**src/rtl/proj_fm_pkg.sv**
```systemverilog
`default_nettype none
// +-----------------------------------------------------------------------+
// | proj_fm_pkg                                                           |
// | Shared sizing for the feature-map read-side serializer.               |
// | Rev 1.0                                                               |
// +-----------------------------------------------------------------------+
package proj_fm_pkg;

  function automatic int clog2_min1(input int n);
    return (n <= 2) ? 1 : $clog2(n);
  endfunction

  localparam int FM_BUFFER_COUNT         = 2;
  localparam int FM_RAMS                 = 2;
  localparam int FM_ENTRIES              = 2;
  localparam int FM_OFFSET               = 2;
  localparam int FM_DATA_BITS            = 8;
  localparam int FM_READ_ADDRESSES_COUNT = 2;

  localparam int FRAME_WORDS     = FM_RAMS * FM_ENTRIES * FM_OFFSET;
  localparam int BEATS_PER_FRAME = FRAME_WORDS / FM_READ_ADDRESSES_COUNT;
  localparam int WORD_CNT_W      = clog2_min1(FRAME_WORDS);
  localparam int LANE_CNT_W      = clog2_min1(FM_READ_ADDRESSES_COUNT);
  localparam int BUF_IDX_W       = clog2_min1(FM_BUFFER_COUNT);

  typedef logic [FM_DATA_BITS-1:0] word_t;

endpackage
`default_nettype wire

```
**src/rtl/proj_fm_frame_counter.sv**
```systemverilog
`default_nettype none
// +-----------------------------------------------------------------------+
// | proj_fm_frame_counter                                                 |
// | Word-in-frame counter and ping-pong buffer index with abort handling. |
// | Rev 1.0                                                               |
// +-----------------------------------------------------------------------+
module proj_fm_frame_counter #(
  parameter int BUFFER_COUNT = 2,
  parameter int FRAME_WORDS  = 8,
  parameter int WORD_W       = 3,
  parameter int BUF_W        = 1
) (
  input  logic             clk,
  input  logic             rst_n,
  input  logic             i_hs,
  input  logic             i_abort,
  input  logic             i_hold_full,
  output logic             o_at_last,
  output logic [BUF_W-1:0] o_buf_idx
);

  logic [WORD_W-1:0] r_word_cnt;
  logic [BUF_W-1:0]  r_buf_idx;
  logic [BUF_W-1:0]  w_buf_next;
  logic              w_at_last;

  assign w_at_last  = (r_word_cnt == WORD_W'(FRAME_WORDS - 1));
  assign w_buf_next = (r_buf_idx == BUF_W'(BUFFER_COUNT - 1)) ? '0 : r_buf_idx + 1'b1;

  always_ff @(posedge clk or negedge rst_n) begin
    if (!rst_n) begin
      r_word_cnt <= '0;
      r_buf_idx  <= '0;
    end else if (i_abort) begin
      r_word_cnt <= '0;
      // An idle, frame-aligned abort has nothing to drop, so the buffer stays.
      if ((r_word_cnt != '0) || i_hold_full) begin
        r_buf_idx <= w_buf_next;
      end
    end else if (i_hs) begin
      if (w_at_last) begin
        r_word_cnt <= '0;
        r_buf_idx  <= w_buf_next;
      end else begin
        r_word_cnt <= r_word_cnt + 1'b1;
      end
    end
  end

  assign o_at_last = w_at_last;
  assign o_buf_idx = r_buf_idx;

endmodule
`default_nettype wire

```
**src/rtl/proj_fm_serializer.sv**
```systemverilog
`default_nettype none
// +-----------------------------------------------------------------------+
// | proj_fm_serializer                                                    |
// | Wide FM RAM read beats in, one word per handshake out, frame-tagged.  |
// | Rev 1.0                                                               |
// +-----------------------------------------------------------------------+
module proj_fm_serializer
  import proj_fm_pkg::*;
#(
  parameter int  BUFFER_COUNT         = FM_BUFFER_COUNT,
  parameter int  RAMS                 = FM_RAMS,
  parameter int  ENTRIES              = FM_ENTRIES,
  parameter int  OFFSET               = FM_OFFSET,
  parameter int  DATA_BITS            = FM_DATA_BITS,
  parameter int  READ_ADDRESSES_COUNT = FM_READ_ADDRESSES_COUNT,
  localparam int BUF_W                = clog2_min1(BUFFER_COUNT)
) (
  input  logic                                      in_clk,
  input  logic                                      in_rst_n,
  input  logic [READ_ADDRESSES_COUNT*DATA_BITS-1:0] in_rdata,
  input  logic                                      in_valid,
  output logic                                      out_ready,
  input  logic                                      in_abort,
  output logic [DATA_BITS-1:0]                      out_data,
  output logic                                      out_valid,
  input  logic                                      in_ready,
  output logic                                      out_last,
  output logic [BUF_W-1:0]                          out_buf_idx
);

  localparam int C_FRAME_WORDS = RAMS * ENTRIES * OFFSET;
  localparam int C_WORD_W      = clog2_min1(C_FRAME_WORDS);
  localparam int C_LANE_W      = clog2_min1(READ_ADDRESSES_COUNT);

  if ((C_FRAME_WORDS % READ_ADDRESSES_COUNT) != 0) begin : g_bad_lane_count
    $error("READ_ADDRESSES_COUNT must divide RAMS*ENTRIES*OFFSET");
  end

  logic [READ_ADDRESSES_COUNT-1:0][DATA_BITS-1:0] r_hold;
  logic                                           r_full;
  logic [C_LANE_W-1:0]                            r_lane;
  logic                                           w_lane_last;
  logic                                           w_hs;
  logic                                           w_accept;
  logic                                           w_at_last;

  assign w_lane_last = (r_lane == C_LANE_W'(READ_ADDRESSES_COUNT - 1));
  assign w_hs        = r_full & in_ready & ~in_abort;
  // Combinational in_ready -> out_ready lets the next beat load as the last lane leaves.
  assign out_ready   = ~in_abort & (~r_full | (w_lane_last & r_full & in_ready));
  assign w_accept    = in_valid & out_ready;

  always_ff @(posedge in_clk or negedge in_rst_n) begin
    if (!in_rst_n) begin
      r_hold <= '0;
      r_full <= 1'b0;
      r_lane <= '0;
    end else if (in_abort) begin
      r_full <= 1'b0;
      r_lane <= '0;
    end else if (w_accept) begin
      r_hold <= in_rdata;
      r_full <= 1'b1;
      r_lane <= '0;
    end else if (w_hs) begin
      if (w_lane_last) begin
        r_full <= 1'b0;
        r_lane <= '0;
      end else begin
        r_lane <= r_lane + 1'b1;
      end
    end
  end

  proj_fm_frame_counter #(
    .BUFFER_COUNT (BUFFER_COUNT),
    .FRAME_WORDS  (C_FRAME_WORDS),
    .WORD_W       (C_WORD_W),
    .BUF_W        (BUF_W)
  ) u_frame_counter (
    .clk         (in_clk),
    .rst_n       (in_rst_n),
    .i_hs        (w_hs),
    .i_abort     (in_abort),
    .i_hold_full (r_full),
    .o_at_last   (w_at_last),
    .o_buf_idx   (out_buf_idx)
  );

  assign out_valid = r_full;
  assign out_data  = r_full ? r_hold[r_lane] : '0;
  assign out_last  = w_at_last & r_full;

endmodule
`default_nettype wire

```
**config.mk**
```make
export PLATFORM = sky130hd
export DESIGN_NAME = proj_fm_serializer
export DESIGN_NICKNAME = d
export VERILOG_FILES = /design/src/rtl/proj_fm_pkg.sv /design/src/rtl/proj_fm_frame_counter.sv /design/src/rtl/proj_fm_serializer.sv
export SDC_FILE = /design/constraint.sdc
export NUM_CORES = 1
export LEC_CHECK = 0
export ABC_AREA = 1
export BUFFER_PORTS_ARGS = -buffer_cell sky130_fd_sc_hd__buf_2
export CORE_MARGIN = 4
export CORE_UTILIZATION = 45
export DETAILED_ROUTE_END_ITERATION = 7
export PLACE_DENSITY = 0.72
export SYNTH_ARGS = -nofsm -noshare
export SYNTH_HDL_FRONTEND = slang
export SYNTH_SLANG_ARGS = --single-unit
```
**constraint.sdc**
```tcl
create_clock -name in_clk -period 1.5 [get_ports in_clk]
set_input_delay 0.15 -clock in_clk [delete_from_list [all_inputs] [get_ports in_clk]]
set_output_delay 0.15 -clock in_clk [all_outputs]
set_load 0.02 [all_outputs]
```
==> results of run 1 <==
-- power breakdown --
part,internal (mW),leakage (nW),total [mW],switching [mW]
logic,0.137,0.519,0.350,0.213
registers,0.682,0.273,0.746,0.0641
clock network,0.0937,0.0138,0.262,0.169
-- flip-flops by register name, summed over array words and instances (netlist names) --
register	flops
out_valid	1
r_hold	16
r_lane	1
u_frame_counter.o_buf_idx	1
u_frame_counter.r_word_cnt	3
-- cell families (layout without fill, tap and decap cells) --
| logic type | Yosys count | after routing |
|---|---|---|
| compound gates | 11 | 11 |
| flops | 22 | 22 |
| fa+ha+maj | 3 | 3 |
| simple gates | 88 | 88 |
| buf+inv | 18 | 59 |
-- timing repair --
item / 4_1_cts / 5_1_grt
pin swaps: 0 / 0
buffers inserted: 0 / 8
cloned: 0 / 0
hold buffers: 1 / 1
setup endpoints to repair: 10 / 10
endpoints found under the hold margin: 22 / 1
gates resized for setup: 4 / 10
-- routing by layer --
layer	global-route usage	part of all wire	vias to the layer above
li1	-	-	549
met4	0.04967	0.0087	0
met2	0.2919	0.51	33
met1	0.2151	0.42	512
met3	0.03786	0.062	4
met5	0	0	-
-- area by class of cell --
type,count,area [um2]
fillers,218,869.6
repair buffers,46,276.5
well taps,28,35.03
multi-input cells,102,500.5
flip-flops and latches,22,553.0
inverters,10,40.04
clock buffers,3,22.52
-- metrics by stage --
step           power, mW  cell area, um2    util  setup WS [ps]  setup TNS, ps
2_1_floorplan     0.9497            1132       -          233.6              0
6_report           1.358            1428  0.6215          43.32              0
3_5_place_dp       1.072            1309  0.5697          238.3              0
3_3_place_gp       1.061            1309  0.5697          247.5              0
5_1_grt            1.449            1428  0.6215         -35.34         -65.38
4_1_cts            1.334            1349  0.5871          7.698              0
-- synth_stat cells (all sizes together) --
library cell,count
a21oi,1
buf,7
clkbuf,1
dfrtp,22
ha,3
inv,10
nand2,46
nand3,6
nand4,17
nor2,19
o21ai,10
-- worst min path at each step --
stage,endpoint,slack [ps]
finish,r_hold[10],80
global placement,r_hold[10],140
CTS,out_valid,10
detailed placement,r_hold[13],140
floorplan,out_valid,-150
global route,r_hold[9],70
-- worst reg2reg max path: cells and delay by family, from the launching register on --
kind | cells | cell delay [ps]
flip-flops | 1 | 500
buffers and inverters | 1 | 170
AND/OR/NAND/NOR | 5 | 440
==> flow_summary.yaml, run 1 <==
worst_setup_path:
  cp-startpoint: "u_frame_counter.r_word_cnt[0]"
  slowest_stage: "dfrtp_1"
  reg2reg_slack_ps: 300
  rr_startpoint: "out_valid"
  critical_path_class: "reg2out"
  endpoint_kind: "output port"
  path_cells: "ha_2 -> ha_2 -> nand2_1 -> inv_1 -> buf_6"
  critPathMaxFanout: 2
  r2r-end: "u_frame_counter.o_buf_idx"
  endpoint: "out_last"
  critPathLaunchType: "flop"
  worstPathArrival_ps: 1310
  cp_slowest_stage_delay_ps: 420
  cpLargestDelayFamily: "flip-flops"
  path_buf_inv: 2
  rr_worst_depth: 6
  path_common_cell: "ha_2"
  critPathRequiredTime_ps: 1350
  worst-path-stages: 5
floorplanning:
  coreArea_um2: 2297
  ios: 33
  die_h_um: 58.16
  dieArea_um2: 3383
  initial_core_util: 0.4929
  rows: 17
  die_w_um: 58.16
routing:
  vias: 1098
  drt_wl_total_mm: 2.882
  wl_per_cell_um: 13.66
  viasPerCell: 5.204
  drcViolationCount: 0
  antenna_violating_nets_post_route: 0
  drt_iter0_drc: 58
  first_pass_iters: 4
power:
  leakagePower_nw: 0.8063
  ir_drop_mv: 0.7467
  pwr_density_cell_nw_per_um2: 951.5
worst_hold_path:
  min_path_cells: 3
  hold_class: "in2reg"
  min_from: "in_rdata[10]"
cts:
  clockBufferDepth: 2
  clkLatencyLatePin_ps: 300
  clock_sinks: 22
  clkTransAtPathRegs_ps: 120
  cts_tree: "done"
  cts_htree_levels: 1
  root_buffer: "clkbuf_4"
  numCtsBuffers: 3
synthesis:
  synthAdderAreaFrac: 0.03315
  ys_seq_area_frac: 0.4862
  yosysTopAreaCellShare: 0.4862
  yosys.area_share.simple: 0.3558
  syn_inst: 142
  synth_top_family_by_area: "simple AND/OR/NAND/NOR gates"
  syn_area_um2: 1132
  synthXorXnorAreaFrac: 0
  synth_top_area_cell: "dfrtp_1"
  ys_top_cells_by_area: "dfrtp_1, nand2_1, nand4_1, nor2_1, o21ai_0"
  syn_avg_cell_area_um2: 7.974
  ys_types: 17
  ys_warn_count: 0
  synth_mux_area_frac: 0
  synth_compound_area_frac: 0.04862
  syn-num-nets: 166
  ys_ff_latch: 22
placement:
  place_congestion: 0.7810
  port_buffers: 32
  placed_cells: 198
  hpwl_mm: 1.992
layout:
  nets: 209
  layout_commonest_cell: "nand2_1"
  final_cell_mix: "nand2_1, buf_2, dfrtp_1, nor2_1, nand4_1"
  area_growth_syn_to_layout_pct: 26.08
  final_layout_size_suffix_gt1_frac: 0.3005
  diodes: 0
  stdcell_count: 211
global_route:
  grt.overflow.total: 0
  first_global_vias: 982
  track_usage: 0.1707
  antenna_found_initial: 0
  grt_pass1_wl_mm: 4.485
  grt_start_max_net_pins: 23
sta:
  worstMarginPinSlew_ps: 497.5
  min_period_ps: 1457
  fmax_mhz: 686.5
  hold_slack_ps: 84.59
  setup_violations: 0
  fin_crit_sh: 0.9711
  hold_violations: 0
  slew_violations: 0
  skew_ps: 8.444
  slew_headroom: 0.6683
run_status:
  status: "finished clean"
run:
  drv_cap: 0
Note: power is estimated with default switching activity, not from simulation.
==> inputs of run 2 (changes only) <==
Settings changed: PLACE_DENSITY 0.72 to 0.81.
==> run 2 against run 1 <==
  * Register-to-register slack barely moved
  * Via count fell by 3.5%
  * Global-route usage fell by 1.0 points
  * Critical path depth fell by 1
  * Clock power barely moved
  * Clock skew fell by 7.7 ps
  * Combinational power fell by 4%
  * Sequential share of layout area rose by 1.4 points
==> flow_summary.yaml, run 2 (same netlist as run 1, synthesis figures left out) <==
cts:
  root_buffer: "clkbuf_4"
  clkLatencyLatePin_ps: 290
  cts_tree: "done"
  clock_sinks: 22
  numCtsBuffers: 3
  clockBufferDepth: 2
  clkTransAtPathRegs_ps: 120
  cts_htree_levels: 1
floorplanning:
  dieArea_um2: 3383
  initial_core_util: 0.4929
  coreArea_um2: 2297
  rows: 17
  die_w_um: 58.16
  die_h_um: 58.16
  ios: 33
global_route:
  grtUsageMet2: 0.2742
  antenna_found_initial: 0
  track_usage: 0.1604
  grt.busiest_layer: "met2"
  use_met3: 0.03563
  first_global_vias: 974
  grt_start_max_net_pins: 23
  grt_pass1_wl_mm: 4.215
  grt.overflow.total: 0
  use_met1: 0.1978
placement:
  hpwl_mm: 1.937
  place_congestion: 0.7757
  pre_cts_ws_ps: 190.5
  port_buffers: 32
layout:
  largest_reg_flops: 16
  final_util: 0.5997
  diodes: 0
  nets: 201
  final_layout_size_suffix_gt1_frac: 0.2743
  final_cell_mix: "nand2_1, buf_2, dfrtp_1, nor2_1, nand4_1"
  reg.largest.list: "r_hold: 16 flops, u_frame_counter.r_word_cnt: 3 flops"
  regMostFlops: "r_hold"
  layout_commonest_cell: "nand2_1"
  area_growth_syn_to_layout_pct: 21.66
  fill_cells: 220
routing:
  viasPerCell: 5.222
  drt_wl_total_mm: 2.766
  wl_per_cell_um: 13.63
  drt_iter0_drc: 42
  vias: 1060
  antenna_violating_nets_post_route: 0
  first_pass_iters: 4
  drcViolationCount: 0
run_status:
  status: "finished clean"
power:
  pwr_density_cell_nw_per_um2: 973.3
  ir_drop_mv: 0.5611
  leakagePower_nw: 0.7724
sta:
  slew_headroom: 0.6695
  setup_tns_ps: 0
  hold_violations: 0
  skew_ps: 0.7239
  fin_crit_sh: 0.9676
  worstMarginPinSlew_ps: 495.7
  min_period_ps: 1451
  rsz0062_at_grt: "yes"
  setup_ws_ps: 48.66
  slew_violations: 0
  hold_slack_ps: 23.05
  fmax_mhz: 689.0
  setup_violations: 0
worst_hold_path:
  hold_class: "in2reg"
worst_setup_path:
  endpoint_kind: "output port"
  critical_path_class: "reg2out"
  critPathRequiredTime_ps: 1350
  critPathLaunchType: "flop"
  critPathMaxFanout: 7
  cp_slowest_stage_delay_ps: 470
  slowest_stage: "dfrtp_2"
  path_cells: "clkbuf_2 -> o21ai_1 -> nor2_1 -> buf_2"
  worstPathArrival_ps: 1300
run:
  drv_cap: 0
[run 2: timing repair]
item                       4_1_cts  5_1_grt
setup endpoints to repair        7       10
hold buffers                     1        0
setup buffers                    0        4
gates resized for setup          2        9
hold endpoints to repair        22        0
pin swaps                        0        2
[run 2: critical path, delay by kind of cell, from the launching register on]
family	cells	cell delay [ps]
DFF	1	470
AOI/OAI and AO/OA	1	160
and+or+nand+nor	1	60
buffers and inverters	2	320
[run 2: cell type report]
class,count,area [um2],share of cell area
clock buffers,3,22.52,0.01635
inverters,10,37.54,0.02725
multi-input cells,102,509.2,0.3697
flip-flops and latches,22,553.0,0.4015
well taps,28,35.03,0.02543
repair buffers,38,220.2,0.1599
[run 2: final timing paths]
check / startpoint / to / slack (ps) / cells past startpoint
worst min-delay path: in_abort / out_valid / 20 / 2
min in group asynchronous: in_rst_n / r_hold[13] / 330 / 2
max in group asynchronous: in_rst_n / r_lane / 800 / 2
worst max-delay path: r_lane / out_data[6] / 50 / 4
worst max register to register: out_valid / r_hold[14] / 290 / 5
worst min register to register: r_hold[9] / r_hold[9] / 490 / 2
[run 2: per-layer routing]
layer / up-vias / share of wire
met4: 0 / 0.014
met5: - / 0
li1: 533 / -
met2: 36 / 0.49
met3: 4 / 0.069
met1: 487 / 0.43
[run 2: power by group]
part	internal [mW]	total, mW	switching (mW)
clock network	0.0934	0.261	0.167
registers	0.682	0.744	0.0623
logic	0.123	0.336	0.213
[run 2: metrics by stage]
stage | std cells | power [mW] | area (um2)
2_1_floorplan | 142 | 0.9497 | 1132
3_3_place_gp | 195 | 1.049 | 1286
3_5_place_dp | 195 | 1.066 | 1286
4_1_cts | 199 | 1.323 | 1321
5_1_grt | 203 | 1.422 | 1378
6_report | 203 | 1.341 | 1378
